File: src/rtl/rf_write_arbiter.sv
// Register-file write-port arbiter with long-latency pending scoreboard.
// Two writeback sources share one write port under round-robin; port 1
// (mul/div) results retire pending bits so decode can stall on RAW hazards.
module rf_write_arbiter #(
   parameter int ADDR_W = 5,
   parameter int DATA_W = 32
) (
   input  logic              clk,
   input  logic              rst_n,
   input  logic              req0_valid,
   input  logic [ADDR_W-1:0] req0_addr,
   input  logic [DATA_W-1:0] req0_data,
   output logic              req0_ready,
   input  logic              req1_valid,
   input  logic [ADDR_W-1:0] req1_addr,
   input  logic [DATA_W-1:0] req1_data,
   output logic              req1_ready,
   input  logic              sb_set,
   input  logic [ADDR_W-1:0] sb_set_addr,
   input  logic [ADDR_W-1:0] chk_addr1,
   input  logic [ADDR_W-1:0] chk_addr2,
   output logic              busy1,
   output logic              busy2,
   output logic              stall,
   output logic              any_pending,
   output logic [ADDR_W-1:0] write_address,
   output logic [DATA_W-1:0] write_data,
   output logic              CTRL_RegWrite
);

   localparam int DEPTH = 1 << ADDR_W;

   logic             last_grant;  // index of the most recent winner
   logic             wsrc;        // port that produced the registered write
   logic [DEPTH-1:0] pending;
   logic [DEPTH-1:0] pending_nxt;
   logic             grant0;
   logic             grant1;
   logic             retire1;

   // Round-robin: on contention the port that did not win last time goes.
   always_comb begin
      grant0 = req0_valid & (~req1_valid | last_grant);
      grant1 = req1_valid & (~req0_valid | ~last_grant);
   end

   assign req0_ready = grant0;
   assign req1_ready = grant1;

   // Register the winning write; $zero is accepted but never enabled.
   always_ff @(posedge clk or negedge rst_n) begin
      if (!rst_n) begin
         write_address <= '0;
         write_data    <= '0;
         CTRL_RegWrite <= 1'b0;
         wsrc          <= 1'b0;
         last_grant    <= 1'b1;
      end else if (grant0) begin
         write_address <= req0_addr;
         write_data    <= req0_data;
         CTRL_RegWrite <= |req0_addr;
         wsrc          <= 1'b0;
         last_grant    <= 1'b0;
      end else if (grant1) begin
         write_address <= req1_addr;
         write_data    <= req1_data;
         CTRL_RegWrite <= |req1_addr;
         wsrc          <= 1'b1;
         last_grant    <= 1'b1;
      end else begin
         CTRL_RegWrite <= 1'b0;
      end
   end

   // A port-1 write clears its pending bit only as it lands in the file.
   assign retire1 = CTRL_RegWrite & wsrc;

   // Next scoreboard: clear first so a same-edge set wins; entry 0 never pends.
   always_comb begin
      pending_nxt = pending;
      if (retire1) pending_nxt[write_address] = 1'b0;
      if (sb_set)  pending_nxt[sb_set_addr]   = 1'b1;
      pending_nxt[0] = 1'b0;
   end

   // Scoreboard state; lost on reset.
   always_ff @(posedge clk or negedge rst_n) begin
      if (!rst_n) pending <= '0;
      else        pending <= pending_nxt;
   end

   // Hazard query for the two decode source operands.
   always_comb begin
      busy1       = pending[chk_addr1];
      busy2       = pending[chk_addr2];
      stall       = busy1 | busy2;
      any_pending = |pending;
   end

endmodule

File: config.mk
export PLATFORM = sky130hd
export DESIGN_NAME = rf_write_arbiter
export DESIGN_NICKNAME = d
export VERILOG_FILES = /design/src/rtl/rf_write_arbiter.sv
export SDC_FILE = /design/constraint.sdc
export NUM_CORES = 1
export LEC_CHECK = 0
export ABC_AREA = 1
export CELL_PAD_IN_SITES_DETAIL_PLACEMENT = 0
export CELL_PAD_IN_SITES_GLOBAL_PLACEMENT = 1
export CORE_MARGIN = 5
export CORE_UTILIZATION = 34
export DETAILED_ROUTE_END_ITERATION = 8
export PLACE_DENSITY_LB_ADDON = 0.1
export SLEW_MARGIN = 10
export SYNTH_ARGS = -nofsm -noshare
export SYNTH_HDL_FRONTEND = slang
export SYNTH_SLANG_ARGS = --single-unit
File: constraint.sdc
create_clock -name clk -period 5.2 [get_ports clk]
set_clock_uncertainty 0.05 [all_clocks]
set_input_delay 1.56 -clock clk [delete_from_list [all_inputs] [get_ports clk]]
set_output_delay 1.56 -clock clk [all_outputs]
set_load 0.02 [all_outputs]
# [After elaboration in Yosys (flattened, before gate mapping)]
# Index checks and enable logic that the tools add are counted.
[totals] regBits=71 elab_cells=48 output_inout_bits=44
[classes] n_reduce_logical=6 muxes=18 magnitude_cmp=6 bitwise_logic=12
[ops] cell="$mux W32" count=4
[ops] cell="$and A32 B32 Y32" count=1
[ops] cell="$not A32 Y32" count=1
[ops] cell="$or A32 B32 Y32" count=1
[ops] cell="$reduce_or A31 Y1" count=1
[ops] cell="$lt A5 B6 Y1 const B" count=4
[ops] cell="$bmux W1 S5" count=2
[ops] cell="$demux W1 S5" count=2
[ops] cell="$ge A5 B1 Y1 const B" count=2
[ops] cell="$mux W5" count=2
[ops] cell="$reduce_or A5 Y1" count=2
[ops] cell="$mux W1" count=8
[ops] cell="$and A1 B1 Y1" count=3
[ops] cell="$not A1 Y1" count=3
[ops] cell="$or A1 B1 Y1" count=3
[ops] cell="$logic_and A1 B1 Y1" count=2
[ops] cell="$reduce_bool A2 Y1" count=1

# [Logic depth before layout (Yosys ltp)]
# Gate-level depths: netlist of run 1.
[logic_depth] ltp_word=9 mapped_depth=11 depth_no_buf=9

# [Least setup slack after synthesis of run 1]
# OpenSTA, ideal clock, no wires.
[synth_timing] path_kind="input port to output port" from="in chk_addr2[0]" to="out stall" slack_ns=1.118 stages=11 required_time_ns=3.590 arrival_time_ns=2.472 cell_sequence="buf_2 > inv_2 > buf_4 > nand2_1 > nand3_1 > nand3_1 > nand2_1 > nand2_1 > nand3_1 > nand2_1 > nand2_1"
[synth_between] elab_chain_len=3
[synth_lines] element="start, declared" line_no="21" text="input logic [ADDR_W-1:0] chk_addr2,"
[synth_lines] element="$bmux W1 S5" line_no="95" text="busy2 = pending[chk_addr2];"
[synth_lines] element="$mux W1 (not written as such)" line_no="95"
[synth_lines] element="$or A1 B1 Y1" line_no="96" text="stall = busy1 | busy2;"
[synth_lines] element="end, declared" line_no="24" text="output logic stall,"
# No other way between the ends. The select of a mux whose other input is x is not followed.

# [Worst setup path in the final report of run 1]
# Ends and elaborated chain as after synthesis.

==> results of run 1 <==
-- registers in the layout, summed over array words and instances (netlist names) --
name	count
write_data	32
pending	31
write_address	5
CTRL_RegWrite	1
last_grant	1
wsrc	1
-- power groups by stage --
stage               registers (mW)  logic (mW)  clock network [mW]
global placement             0.887       0.607                   0
global route                 0.898       0.690               0.676
CTS                          0.875       0.620               0.649
finish                       0.881       0.617               0.636
floorplan                    0.863       0.297                   0
detailed placement           0.884       0.618                   0
-- repair_timing --
| item | 4_1_cts | 5_1_grt |
|---|---|---|
| resized for setup | 0 | 4 |
| endpoints found under the setup margin | 0 | 3 |
| hold buffers | 0 | 0 |
-- cell usage in the layout, fill, tap and decap left out, types with 2 or more instances in the layout --
master,Yosys,layout
clkdlybuf4s50_1,0,133
nand3_1,110,110
nand2_1,80,80
o21ai_0,76,76
dfrtp_1,70,70
nor2_1,40,40
a21oi_1,39,39
inv_1,30,30
o21ai_1,20,20
clkbuf_16,0,9
nor4_1,8,8
buf_4,2,7
inv_2,5,4
o22ai_1,4,4
dlymetal6s2s_1,0,3
nand4_1,2,2
clkbuf_8,0,2
clkinv_2,0,2
-- per-stage QoR --
stage	hold WS [ps]	area, sq um	util [%]
3_5_place_dp	453.2	5324	48.68
5_1_grt	500.5	5643	51.60
6_report	464.3	5643	51.60
2_1_floorplan	423.7	3834	-
3_3_place_gp	442.3	5324	48.68
4_1_cts	467.7	5633	51.51
-- worst max-delay path by stage --
stage | from | end | slack [ps] | depth (start not counted)
global placement | chk_addr2[0] | stall | 120 | 11
floorplan | chk_addr2[0] | stall | 1120 | 11
finish | chk_addr2[0] | stall | 490 | 11
detailed placement | chk_addr2[0] | stall | 90 | 11
CTS | chk_addr2[0] | stall | 90 | 11
global route | chk_addr2[0] | stall | 300 | 11
-- worst reg2reg max path, stage by stage (launching register included) --
cell     delay, ps
dfstp_2        570
a21oi_1        110
inv_2          490
nand2_1        280
a21oi_1        200
inv_1           50
-- cell type report --
cell class	count	area (sq um)	area share, %
Clock buffer	11	252.7	4.479
Clock inverter	5	56.30	0.9978
Inverter	35	133.9	2.372
Multi-Input combinational cell	383	1800	31.91
Sequential cell	71	1778	31.51
Tap cell	140	175.2	3.104
Timing Repair Buffer	145	1446	25.63
-- cells by family (layout without fill, tap and decap cells) --
kind of cell    after synthesis  in the layout  share of synthesized area [%]
compound gates              141            141                          18.90
buf+inv                      61            196                          6.658
flops                        71             71                          46.38
simple gates                242            242                          28.07
-- routing by layer --
layer  wire length [um]  up-vias  GRT usage, %
li1                   -     2034             -
met1               5716     1997         25.58
met2               6702      153         34.83
met3               1368       18         9.585
met4                199        0         6.187
met5                  0        -             0
==> results.md, run 1 <==
- Outcome: finished, final reports clean
- Worst-path clk slew: 60 ps
- First-pass GRT wire length: 22240 um
- Top FF cell, synth: dfrtp_1
- Pwr/cell area: 378.3 mW/mm^2
- DRC Markers: 0
- CP Capture Type: output port
- Crit path max fanout: 16
- I/O pin count: 138
- Critical path, cell by cell: clkdlybuf4s50_1, buf_4, nand2_1, nand3_1, nand3_1, nand2_1, nand2_1, nand3_1, nand2_1, nand2_1, dlymetal6s2s_1
- Cells after DPL: 774
- Worst slack at placement: 94.59 ps
- Critical path data required time: 3590 ps
- WP data arrival: 3100 ps
- Rel. slew slack: 51.18%
- Setup TNS: 0 ps
- Yosys warning count: 0
- Core Region: 0.01094 sq mm
- Seq pwr share: 41.3%
- VDD IR-drop max: 0.1676 mV
- Most frequent CP cell: nand2_1
- Slew @ Worst Pin: 732.4 ps
- Synth area leaders: dfrtp_1, nand3_1, o21ai_0
- Clock latency on the worst-skew pair: 330 ps
- Combinational Power Share: 28.9%
- Critical Setup Path Class: input pin to output port
- Initial antenna violation count: 0
- Post-synth top cells: nand3_1, nand2_1, o21ai_0, dfrtp_1, nor2_1
- Die X: 116.2 um
- Max Fclk: 212.3 MHz
- Die ar.: 0.01350 sq mm
- Layout area overhead: 47.19%
- Final worst slack: 488.9 ps
- 1st-iter DRT viols: 305
- CTS tree: done
- Pleak: 2.393 nW
- CTS Root Cell: clkbuf_16
- Synthesized area: 0.003834 sq mm
- Setup slack, reg-to-reg: 3350 ps
- Max Cap Viol: 0
- Slowest cell on crit path: clkdlybuf4s50_1
- WHS Endpoint: write_data[17]
- CTS H-tree lvls: 3
- Worst setup SP type: input pin
- Number of library cell types mapped by synthesis: 21
- N_diodes: 0
- CTS buffer count: 9
- Clock Sink Count: 71
- Cell taking the most area after synthesis: dfrtp_1
- DR WL/cell: 17.71 um
- Register area share after synthesis: 46.38%
- Most instantiated library cell after synthesis: nand3_1
- DR vias/cell: 5.319
- Num rows: 38
- Vias in the first global route: 4281
- Grt total ovfl: 0
- Share of the synthesized area in the top cell type: 45.69%
- Final GP Congestion: 0.8870
- Largest net degree at the start of global routing: 73
- Hold Path Depth: 2
- Mapped Cells: 515
- Seq cells post-synth: 71
- Reg2reg start: last_grant
- Syn avg cell area: 7.444 sq um
- Detail Route Antenna Nets: 0
- Final Hold Vio Count: 0
- Crit-path max cell delay: 500 ps
- FF-to-FF End: write_address[0]
- HP Start: write_data[17]
- Die height: 116.2 um
- # fillers: 1106
- Nets: 739
- Tmin final: 4711 ps
- Sw Pwr: 0.7593 mW
- Internal power: 1.375 mW
- Setup bufs post-CTS: 0
- Final period util: 90.60%
- Initial Util: 35.06%
- Final std cells w/o fill: 790
- Number of flops mapped to enable cells by yosys: 0
- Clock buffer depth: 2
- Post-Route WL: 13990 um
- Post-Syn Nets: 609
- Layout cells sized above 1: 4.923%
- HPWL after DPL: 10020 um
- Ys async rst share: 100.0%
- Critical path's top delay family: buffers and inverters
- Post-layout total power: 2.135 mW
- Worst path buffer plus inverter count: 3
- Fin. max-slew vios: 0
- Via count: 4202
- Clock share of power: 29.8%
- RSZ-0062 raised after global routing: false
- First-pass detailed-route iteration total: 5
- Switch share: 35.57%
- All-Layer GR Usage: 21.35%
- Port buffer count: 137
- Final setup vio count: 0
- Min-delay worst type: flop to flop
- Reg2Reg Depth: 5
No activity file was read; power rests on OpenSTA's default activity.
==> run 2, diff against run 1 <==
==> constraint.sdc (replaced) <==
create_clock -name clk -period 5.2 [get_ports clk]
set_clock_uncertainty 0.05 [all_clocks]
set_input_delay 1.04 -clock clk [delete_from_list [all_inputs] [get_ports clk]]
set_output_delay 1.04 -clock clk [all_outputs]
set_load 0.02 [all_outputs]
==> run 2 against run 1 <==
  * Flip-flop and latch count did not move
  * Utilization shrank 0.69 points
  * Worst setup slack improved by 260 ps
  * Clock-buffer cell count is 1 lower
  * Sequential share of layout area up 0.42 points
  * Non-clock buffer count decreased by 4
  * Fmax up 6.0%
  * Global-route usage is 0.14 points lower
  * Register-to-register slack better by 20 ps
  * Hold slack lost 3.8 ps
  * Critical endpoint unchanged
  * Largest power group unchanged
==> results.md, run 2 (same netlist as run 1, synthesis figures left out) <==
- CP Capture Type: output port (unchanged)
- First-pass detailed-route iteration total: 5 (unchanged)
- Setup slack, reg-to-reg: 3370 ps (was 3350 ps)
- Critical path data required time: 4110 ps (was 3590 ps)
- Commonest non-fill, non-tap cell in the layout: clkdlybuf4s50_1 (unchanged)
- Final worst slack: 753.9 ps (was 488.9 ps)
- Final std cells w/o fill: 784 (was 790)
- Clock Sink Count: 71 (unchanged)
- Max Fclk: 224.9 MHz (was 212.3 MHz)
- Initial antenna violation count: 0 (unchanged)
- Most flop-heavy register: write_data (unchanged)
- All-Layer GR Usage: 21.21% (was 21.35%)
- Worst slack at placement: 773.5 ps (was 94.59 ps)
- Worst-path clk slew: 50 ps (was 60 ps)
- Num rows: 38 (unchanged)
- Utilization after layout: 50.92% (was 51.60%)
- Worst setup SP type: input pin (unchanged)
- Vias in the first global route: 4247 (was 4281)
- I/O pin count: 138 (unchanged)
- Detail Route Antenna Nets: 0 (unchanged)
- CTS tree: done (unchanged)
- Layout cells sized above 1: 4.037% (was 4.923%)
- Post_cts resized: 0 (unchanged)
- Nets: 735 (was 739)
- Core Region: 0.01094 sq mm (unchanged)
- Rel. slew slack: 51.74% (was 51.18%)
- Final Hold Vio Count: 0 (unchanged)
- Final period util: 85.50% (was 90.60%)
- Clock share of power: 28.8% (was 29.8%)
- Tmin final: 4446 ps (was 4711 ps)
- Pwr/cell area: 378.1 mW/mm^2 (was 378.3 mW/mm^2)
- Worst hold slack: 460.5 ps (was 464.3 ps)
- Slew @ Worst Pin: 723.8 ps (was 732.4 ps)
- Max reg flops: 32 (unchanged)
- Final setup vio count: 0 (unchanged)
- Largest net degree at the start of global routing: 73 (unchanged)
- Hold-fix buffers at CTS: 0 (unchanged)
- Worst setup path start: chk_addr1[0] (was chk_addr2[0])
- Seq pwr share: 41.8% (was 41.3%)
- Initial Util: 35.06% (unchanged)
- Final GP Congestion: 0.8786 (was 0.8870)
- Port buffer count: 137 (unchanged)
- Sw Pwr: 0.7516 mW (was 0.7593 mW)
- Max Cap Viol: 0 (unchanged)
- VDD IR-drop max: 0.2139 mV (was 0.1676 mV)
- Min-delay worst type: flop to flop (unchanged)
- Combinational Power Share: 29.3% (was 28.9%)
- Pleak: 2.338 nW (was 2.393 nW)
- Post-Route WL: 13860 um (was 13990 um)
- Switch share: 35.70% (was 35.57%)
- Grt total ovfl: 0 (unchanged)
- CTS Root Cell: clkbuf_16 (unchanged)
- Crit path max fanout: 17 (was 16)
- DR vias/cell: 5.328 (was 5.319)
- Dpl cell area: 0.005281 sq mm (was 0.005324 sq mm)
- N_diodes: 0 (unchanged)
- CP Capture Point: stall (unchanged)
- DR WL/cell: 17.67 um (was 17.71 um)
- Die height: 116.2 um (unchanged)
- DRC Markers: 0 (unchanged)
- RSZ-0062 raised after global routing: false (unchanged)
- CTS buffer count: 9 (unchanged)
- Reg2Reg Depth: 5 (unchanged)
- Final Instance Area: 0.005568 sq mm (was 0.005643 sq mm)
- Setup TNS: 0 ps (unchanged)
- Reg2reg start: last_grant (unchanged)
- Critical Setup Path Class: input pin to output port (unchanged)
- Via count: 4177 (was 4202)
- Internal power: 1.353 mW (was 1.375 mW)
- Cells after DPL: 770 (was 774)
- WP data arrival: 3360 ps (was 3100 ps)
- Setup bufs post-CTS: 0 (unchanged)
- # fillers: 1106 (unchanged)
- Post-layout total power: 2.105 mW (was 2.135 mW)
- Die X: 116.2 um (unchanged)
- Die ar.: 0.01350 sq mm (unchanged)
- Fin. max-slew vios: 0 (unchanged)
- Clock latency on the worst-skew pair: 320 ps (was 330 ps)
- CTS H-tree lvls: 3 (unchanged)
- HPWL after DPL: 9939 um (was 10020 um)
- First-pass GRT wire length: 22330 um (was 22240 um)
- 1st-iter DRT viols: 328 (was 305)
- Top flop regs: write_data (32), pending (31), write_address (5) (unchanged)
- Outcome: finished, final reports clean (unchanged)
- Clock buffer depth: 2 (unchanged)
- FF-to-FF End: write_address[0] (unchanged)
- Most frequent cells in the layout: clkdlybuf4s50_1, nand3_1, nand2_1, o21ai_0, dfrtp_1 (unchanged)
- Layout area overhead: 45.23% (was 47.19%)
[run 2: cell types whose count changed in the layout (fill, tap and decap cells not counted)]
cell,delta
clkbuf_8,-1
inv_2,+1
dlymetal6s2s_1,-3
inv_4,-1
clkinv_4,-1
clkdlybuf4s50_1,+3
buf_12,-1
buf_4,-3
[run 2: area by class of cell]
type | count | area (sq um) | area share, %
clock buffer | 10 | 239.0 | 4.292
clock inverter | 4 | 47.55 | 0.8539
inverter | 35 | 131.4 | 2.360
multi-input combinational | 383 | 1800 | 32.34
sequential | 71 | 1778 | 31.93
tap | 140 | 175.2 | 3.146
timing repair buffer | 141 | 1396 | 25.08
[run 2: worst min-delay path by stage]
stage	start	slack [ps]	end	depth (start not counted)
final	write_data[4]	460	write_data[4]	2
after global routing	write_data[15]	500	write_data[15]	2
after global placement	write_data[29]	440	write_data[29]	2
after floorplan	pending[4]	420	pending[4]	2
after detailed placement	pending[3]	450	pending[3]	2
after CTS	pending[3]	460	pending[3]	2
[run 2: worst max-delay path, cell delays in order]
cell	delay [ps]
clkdlybuf4s50_1	880
inv_2	270
nand2_1	120
nand3_1	70
nand3_1	110
nand3_1	70
nand3_1	80
nand2_1	70
nand2_1	50
clkdlybuf4s50_1	590
[run 2: layer usage]
metal / wire length, um / vias to the layer above / share of wire (%) / GRT usage (%)
met5: 0 / - / 0 / 0
met4: 298 / 0 / 2.2 / 6.265
met3: 1368 / 19 / 9.9 / 8.549
met2: 6452 / 177 / 47 / 33.99
met1: 5738 / 1956 / 41 / 26.51
li1: - / 2025 / - / -
[run 2: power groups by stage]
stage	combinational [mW]	sequential [mW]	clock, mW
global placement	0.614	0.886	0
floorplan	0.297	0.863	0
detailed placement	0.617	0.885	0
CTS	0.619	0.878	0.616
global route	0.693	0.899	0.639
finish	0.618	0.881	0.606
